### src/rtl/video_pkg.sv
// Shared video definitions for the 4:2:2 packing path.
// Holds the default component width, the chroma-mode encodings and the pixel-pair
// phase enum used by ycbcr422_packer.
package video_pkg;

  localparam int unsigned DW_DEFAULT = 8;

  // Chroma reduction modes for a horizontal pixel pair
  localparam int unsigned CHROMA_AVG = 0;  // rounded average of both pixels
  localparam int unsigned CHROMA_DEC = 1;  // keep the even pixel's chroma

  typedef enum logic {
    PH_EVEN = 1'b0,
    PH_ODD  = 1'b1
  } phase_e;

endpackage

### src/rtl/chroma_avg2.sv
// Combinational chroma reduction for two horizontally adjacent samples.
// Ports:
//   iA    - even pixel sample
//   iB    - odd pixel sample
//   oAvg  - reduced sample: (iA+iB+1)>>1 when averaging, iA when decimating
module chroma_avg2
  import video_pkg::*;
#(
  parameter int unsigned DW          = DW_DEFAULT,
  parameter int unsigned CHROMA_MODE = CHROMA_AVG
) (
  input  logic [DW-1:0] iA,
  input  logic [DW-1:0] iB,
  output logic [DW-1:0] oAvg
);

  if (CHROMA_MODE == CHROMA_DEC) begin : g_dec
    logic unused_b;
    assign unused_b = ^iB;
    assign oAvg     = iA;
  end else begin : g_avg
    // One extra bit keeps the carry, so 255+255+1 still halves back to 255
    logic [DW:0] sum;
    assign sum  = {1'b0, iA} + {1'b0, iB} + {{DW{1'b0}}, 1'b1};
    assign oAvg = sum[DW:1];
  end

endmodule

### src/rtl/ycbcr422_packer.sv
// Packs a 4:4:4 Y/Cb/Cr pixel stream into a 4:2:2 word stream.
// Adjacent pixels are paired; each pair produces two words: (Y0, Cb) then (Y1, Cr).
// Ports:
//   iClk, iRst_n        - clock, synchronous active-low reset
//   iValid, iSol        - input pixel qualifier and start-of-line marker
//   iY, iCb, iCr        - input pixel components
//   oValid, oSol        - output word qualifier and first-word-of-line marker
//   oY, oC, oCsel       - output luma, chroma, chroma select (0 = Cb, 1 = Cr)
//   oOrphan             - one-cycle pulse when an unpaired even pixel is dropped
module ycbcr422_packer
  import video_pkg::*;
#(
  parameter int unsigned DW          = DW_DEFAULT,
  parameter int unsigned CHROMA_MODE = CHROMA_AVG
) (
  input  logic          iClk,
  input  logic          iRst_n,
  input  logic          iValid,
  input  logic          iSol,
  input  logic [DW-1:0] iY,
  input  logic [DW-1:0] iCb,
  input  logic [DW-1:0] iCr,
  output logic          oValid,
  output logic          oSol,
  output logic [DW-1:0] oY,
  output logic [DW-1:0] oC,
  output logic          oCsel,
  output logic          oOrphan
);

  phase_e        phase_q;

  // Pending even pixel
  logic [DW-1:0] y0_q;
  logic [DW-1:0] cb0_q;
  logic [DW-1:0] cr0_q;
  logic          sol0_q;

  // Odd word scheduled for the cycle after the even word
  logic          odd_pend_q;
  logic [DW-1:0] y1_q;
  logic [DW-1:0] cr1_q;

  // Registered outputs
  logic          valid_q;
  logic          sol_q;
  logic [DW-1:0] y_q;
  logic [DW-1:0] c_q;
  logic          csel_q;
  logic          orphan_q;

  logic [DW-1:0] cb_pair;
  logic [DW-1:0] cr_pair;

  chroma_avg2 #(
    .DW          (DW),
    .CHROMA_MODE (CHROMA_MODE)
  ) u_avg_cb (
    .iA   (cb0_q),
    .iB   (iCb),
    .oAvg (cb_pair)
  );

  chroma_avg2 #(
    .DW          (DW),
    .CHROMA_MODE (CHROMA_MODE)
  ) u_avg_cr (
    .iA   (cr0_q),
    .iB   (iCr),
    .oAvg (cr_pair)
  );

  always_ff @(posedge iClk) begin
    if (!iRst_n) begin
      phase_q    <= PH_EVEN;
      y0_q       <= '0;
      cb0_q      <= '0;
      cr0_q      <= '0;
      sol0_q     <= 1'b0;
      odd_pend_q <= 1'b0;
      y1_q       <= '0;
      cr1_q      <= '0;
      valid_q    <= 1'b0;
      sol_q      <= 1'b0;
      y_q        <= '0;
      c_q        <= '0;
      csel_q     <= 1'b0;
      orphan_q   <= 1'b0;
    end else begin
      valid_q  <= 1'b0;
      sol_q    <= 1'b0;
      orphan_q <= 1'b0;

      if (odd_pend_q) begin
        valid_q    <= 1'b1;
        y_q        <= y1_q;
        c_q        <= cr1_q;
        csel_q     <= 1'b1;
        odd_pend_q <= 1'b0;
      end

      // A pair completes at least two edges after the previous one, so the even word
      // below never lands on the same edge as a scheduled odd word.
      if (iValid) begin
        if (iSol || (phase_q == PH_EVEN)) begin
          // Start-of-line restarts pairing; a waiting even pixel is discarded
          orphan_q <= iSol && (phase_q == PH_ODD);
          y0_q     <= iY;
          cb0_q    <= iCb;
          cr0_q    <= iCr;
          sol0_q   <= iSol;
          phase_q  <= PH_ODD;
        end else begin
          valid_q    <= 1'b1;
          sol_q      <= sol0_q;
          y_q        <= y0_q;
          c_q        <= cb_pair;
          csel_q     <= 1'b0;
          y1_q       <= iY;
          cr1_q      <= cr_pair;
          odd_pend_q <= 1'b1;
          phase_q    <= PH_EVEN;
        end
      end
    end
  end

  assign oValid  = valid_q;
  assign oSol    = sol_q;
  assign oY      = y_q;
  assign oC      = c_q;
  assign oCsel   = csel_q;
  assign oOrphan = orphan_q;

endmodule

### config.mk
export PLATFORM = sky130hd
export DESIGN_NAME = ycbcr422_packer
export DESIGN_NICKNAME = d
export VERILOG_FILES = /design/src/rtl/video_pkg.sv /design/src/rtl/chroma_avg2.sv /design/src/rtl/ycbcr422_packer.sv
export SDC_FILE = /design/constraint.sdc
export NUM_CORES = 1
export LEC_CHECK = 0
export CORE_MARGIN = 5
export CORE_UTILIZATION = 50
export DETAILED_ROUTE_END_ITERATION = 7
export PLACE_DENSITY = 0.72
export RECOVER_POWER = 100
export SYNTH_ARGS = -nofsm -noshare
export SYNTH_HDL_FRONTEND = slang
export SYNTH_HIERARCHICAL = 1
export SYNTH_SLANG_ARGS = --single-unit
export TNS_END_PERCENT = 20
### constraint.sdc
create_clock -name iClk -period 2 [get_ports iClk]
set_input_delay 0.2 -clock iClk [delete_from_list [all_inputs] [get_ports iClk]]
set_output_delay 0.2 -clock iClk [all_outputs]
set_load 0.01 [all_outputs]
# Yosys cells after proc, flatten, opt, wreduce, memory -nomap -nowiden
# Cells that the tools add are included.
[op_classes]
n_reduce_logical = 7
bitwise = 4
n_mux = 14
n_addsub = 4
[op_table]
columns = ["cell", "count"]
rows = [
  ["$mux 8", 6],
  ["$add 8x8->9", 2],
  ["$add 9x1->9 const B", 2],
  ["$mux 1", 8],
  ["$reduce_and 2->1", 3],
  ["$not 1->1", 4],
  ["$reduce_and 3->1", 1],
  ["$reduce_or 3->1", 1],
  ["$logic_and 1x1->1", 1],
  ["$logic_or 1x1->1", 1],
]
[totals]
output_inout_bits = 20
register_bits = 63
input_bits = 28
word_cells = 43

# Logic depth before layout (Yosys ltp)
[logic_depth]
depth_word = 4
mapped_depth = 8

# Cells and area by module
# The synthesis kept the hierarchy.
[by_module_without_submodules]
columns = ["mod", "seq_area_each_um2", "instances", "area_per_inst_um2", "cells_per_inst"]
rows = [
  ["ycbcr422_packer", 1261.2, 1, 2403.6, 259],
  ["chroma_avg2", 0.0, 2, 322.8, 42],
]

# Worst setup path before layout
# No wires, ideal clock.
[synth_timing]
path_type = "register to register"
from = "register cb0_q[0]"
to = "register c_q[5] (netlist: oC[5])"
required_time_ps = 1867
arrival_ps = 1517
path_stages_with_launch = 9
synth_period_minus_slack_ps = 1650
n_path_buf = 0
setup_ps = 133
path_slack_ps = 350
path_cell_list = "dfxtp_1 > or2_1 > fa_1 > a21oi_1 > nor2_1 > nor2_1 > xnor2_1 > o21ai_0 > a21oi_1"
[synth_via]
elab_chain_cells = 4
[synth_rtl]
columns = ["element", "line", "source"]
rows = [
  ["start: declaration", "ycbcr422_packer.sv:35", "logic [DW-1:0] cb0_q;"],
  ["start signal: assignment", "ycbcr422_packer.sv:109", "cb0_q <= iCb;"],
  ["$add 8x8->9", "chroma_avg2.sv:24", "assign sum = {1'b0, iA} + {1'b0, iB} + {{DW{1'b0}}, 1'b1};"],
  ["$add 9x1->9", "chroma_avg2.sv:24", ""],
  ["via cb_pair[5]", "ycbcr422_packer.sv:52", "logic [DW-1:0] cb_pair;"],
  ["$mux 8", "ycbcr422_packer.sv:105", "if (iSol || (phase_q == PH_EVEN)) begin"],
  ["$mux 8", "ycbcr422_packer.sv:104", "if (iValid) begin"],
  ["end signal: assignment", "ycbcr422_packer.sv:97", "c_q <= cr1_q;"],
  ["end signal: assignment", "ycbcr422_packer.sv:117", "c_q <= cb_pair;"],
  ["end: declaration", "ycbcr422_packer.sv:48", "logic [DW-1:0] c_q;"],
]
# The timed path passes the listed nets, and every way through them passes these cells.
# A chain may end at the register's enable or synchronous reset.

# Worst setup path after layout
[layout_timing]
from = "register cb0_q[4]"
to = "register c_q[6] (netlist: oC[6])"
# Same word-level chain as after synthesis.

==> results.json <==
{
  "ctsRootBufferMaster": "clkbuf_8",
  "synth-adder-area-share_pct": 7.06,
  "syn_nets": 387,
  "clock_power_share_pct": 42.1,
  "hold_slack_ns": 0.369,
  "run_status": "finished, final reports clean",
  "crit_chain": "ha_1, a21o_1, a2111oi_1, mux2i_1, nand2_1, o21ai_0, a21oi_1",
  "top_level_pins": 48,
  "slew_violations": 0,
  "design.final.nets": 443,
  "cts_inserted_buffers": 9,
  "gp_congestion": 0.795,
  "hold_buffers": 0,
  "crit_type": "reg -> reg",
  "synth_area_per_cell_um2": 8.89,
  "io_buffers": 47,
  "grt-ovfl-total": 0,
  "timing.critical_path.from_type": "flip-flop",
  "max-slew-margin-rel_pct": 40.6,
  "crit_required_ns": 2.28,
  "synth_top_cell_by_area": "dfxtp_1",
  "power_leakage_nw": 1.67,
  "synth.area.mux_share_pct": 14.1,
  "fin_crit_ns": 1.84,
  "global_route.usage.total_pct": 16.8,
  "drt_wl_total_mm": 6.05,
  "hold_path_class": "in -> reg",
  "finish.utilization_pct": 65.4,
  "post_synth_instance_area_um2": 3050,
  "internal_portion_of_total_power_mw": 2.40,
  "synthDistinctLibCells": 34,
  "tritoncts_num_sinks": 63,
  "finalSetupTns_ns": 0,
  "critPathSlowestCell": "a2111oi_1",
  "placed_cells": 463,
  "synth_compound_gate_area_share_pct": 15.7,
  "synth_simple_gate_area_share_pct": 15.4,
  "floorplan.core_area_um2": 5920,
  "die_height_um": 88.1,
  "post_synth_xor_area_fraction_pct": 1.72,
  "reg2regPathDepth": 7,
  "layout_worst_path_cycle_share_pct": 92.0,
  "route.detailed.vias_per_inst": 5.20,
  "synth-async-reset-ratio_pct": 0,
  "design_area_um2": 3870,
  "layout_common_cells": "nand2_1, dfxtp_1, mux2i_1, o21ai_0, a21oi_1",
  "postCtsSetupRepairBufs": 0,
  "area_taken_by_multi_input_logic_gates_um2": 1630,
  "ys.flop_type": "dfxtp_1",
  "irDropWorstVdd_uv": 408,
  "clock_skew_ns": 0.00651,
  "cts.repair.resized": 0,
  "die_area_um2": 7760,
  "tritoncts": "done",
  "grt_first_pass_wirelength_mm": 10.2,
  "grt_setup_unrepaired": "no",
  "timing_worst_slew_pin_value_ns": 0.891,
  "synth_area_leaders": "dfxtp_1, mux2i_1, nand2_1, ha_1, o21ai_0",
  "postSynthRegisterBits": 63,
  "drive_gt1_share_pct": 8.66,
  "synth_edf_count": 0,
  "final_antenna_net_count": 0,
  "seq_total_area_yosys_pct": 41.4,
  "drt-wirelength-per-cell_um": 12.6,
  "worst_setup_hold_path_clk_slew_ns": 0.07,
  "detailedPlacementHpwl_mm": 4.20,
  "arrival_worst_endpoint_ns": 2.12,
  "post_dp_cell_area_um2": 3650,
  "seq_area_um2": 1260,
  "floorplan.initialDensity_pct": 51.5,
  "drt_drc_violations_left": 0,
  "cts.path.max_buffers": 2,
  "kind_of_end_point_of_the_critical_path": "flip-flop",
  "comb_pwr_share_pct": 15.7,
  "finalHoldViolations": 0,
  "h-tree-depth": 3,
  "worstSkewPairLatency_ns": 0.35,
  "maximum_number_of_pins_on_one_net_before_global_route_repair": 96,
  "vias": 2492,
  "synth_top_family_by_area": "compound AO/OA/AOI/OAI gates",
  "antenna_cells": 0,
  "floorplan.die.width_um": 88.1,
  "finalSetupViolCount": 0,
  "std_cell_rows": 28,
  "filler_cell_count": 506,
  "post_layout_nonfiller_instances": 479,
  "clock.fmax_ghz": 0.544,
  "crit_path_max_fanout": 5,
  "antenna_violations_before_repair": 0,
  "cap_viol_max_count": 0,
  "synth-warning-count": 6,
  "timing.hold.worst_path_depth": 3,
  "seq_power_share_pct": 42.2,
  "grt_pass1_vias": 2279,
  "drt_first_pass_iters": 4,
  "timing.critical_path.slowest_cell_delay_ns": 0.44,
  "area.growth.synth_to_final_pct": 27.0,
  "pwr_density_cell_nw_per_um2": 827,
  "initialDrtViolationCount": 110,
  "netSwitchingFraction_pct": 25.0,
  "net-switching-power_uw": 800,
  "post_synth_inst_count": 343,
  "synth_top_area_share_pct": 41.4
}
## Yosys cell counts (2+ instances only)
| library cell | n |
|---|---|
| a2111oi_1 | 2 |
| nand2_1 | 63 |
| nor2_1 | 10 |
| a21oi_2 | 2 |
| o21bai_1 | 2 |
| fa_1 | 2 |
| or2_1 | 2 |
| a221oi_1 | 2 |
| nor2b_1 | 4 |
| buf_8 | 2 |
| a311o_1 | 4 |
| and3_1 | 3 |
| o21ai_0 | 33 |
| dfxtp_1 | 63 |
| o21ai_1 | 3 |
| nor4_1 | 2 |
| o211ai_1 | 2 |
| a21o_1 | 4 |
| ha_1 | 14 |
| a21oi_1 | 24 |
| xnor2_1 | 2 |
| nor3_1 | 4 |
| clkbuf_1 | 7 |
| inv_1 | 6 |
| nand3_1 | 18 |
| buf_2 | 10 |
| mux2i_1 | 43 |
| xor2_1 | 4 |
## routing by layer
metal  global-route usage [%]  routed length [um]
met5                        0                   0
met4                     10.3                 129
met3                     3.10                 278
met2                     27.3                2820
met1                     20.7                2820
## metrics by stage
step                worst slack (ns)  power, mW
floorplan                      0.350       1.70
global placement             -0.0766       1.89
detailed placement            -0.122       1.90
CTS                            0.179       3.26
global route                  0.0347       3.37
finish                         0.160       3.20
## worst paths after layout
| check | startpoint | to | slack, ns |
|---|---|---|---|
| max | cb0_q[4] | oC[6] | 0.16 |
| min | iRst_n | oValid | 0.37 |
| max reg2reg | cb0_q[4] | oC[6] | 0.16 |
| min reg2reg | y0_q[2] | y0_q[2] | 0.46 |
## worst max-delay path: cells and delay by family (launching register included)
family,cells,cell delay [ns]
multiplexers,1,0.14
AND/OR/NAND/NOR,1,0.09
AO/OA/AOI/OAI,4,0.87
flip-flops,1,0.32
adder cells (fa/ha/maj),1,0.36
## power by group through the flow
stage                     registers, mW  logic, mW  clock network (mW)
after global placement             1.38      0.507                   0
after floorplan                    1.38      0.323                   0
after global routing               1.36      0.564                1.45
after detailed placement           1.38      0.518                   0
after CTS                          1.35      0.523                1.38
final                              1.35      0.504                1.35
## registers in the layout (all words and copies together), names as in the netlist, 8 cells and up
name / cells
y1_q: 8
oY: 8
y0_q: 8
oC: 8
cr1_q: 8
cb0_q: 8
cr0_q: 8
## layout make-up
type	count	area share, %
clock inverter	7	3.10
inverter	7	0.679
multi-input combinational	253	42.0
clock buffer	9	3.20
timing repair buffer	65	16.0
sequential	63	32.6
tap	75	2.42
## cell families after synthesis
group | after synthesis
mux | 43
fa+ha+maj | 16
xor+xnor | 6
flops | 63
buf+inv | 27
simple gates | 108
compound gates | 80
No activity file was read; power rests on OpenSTA's default activity.
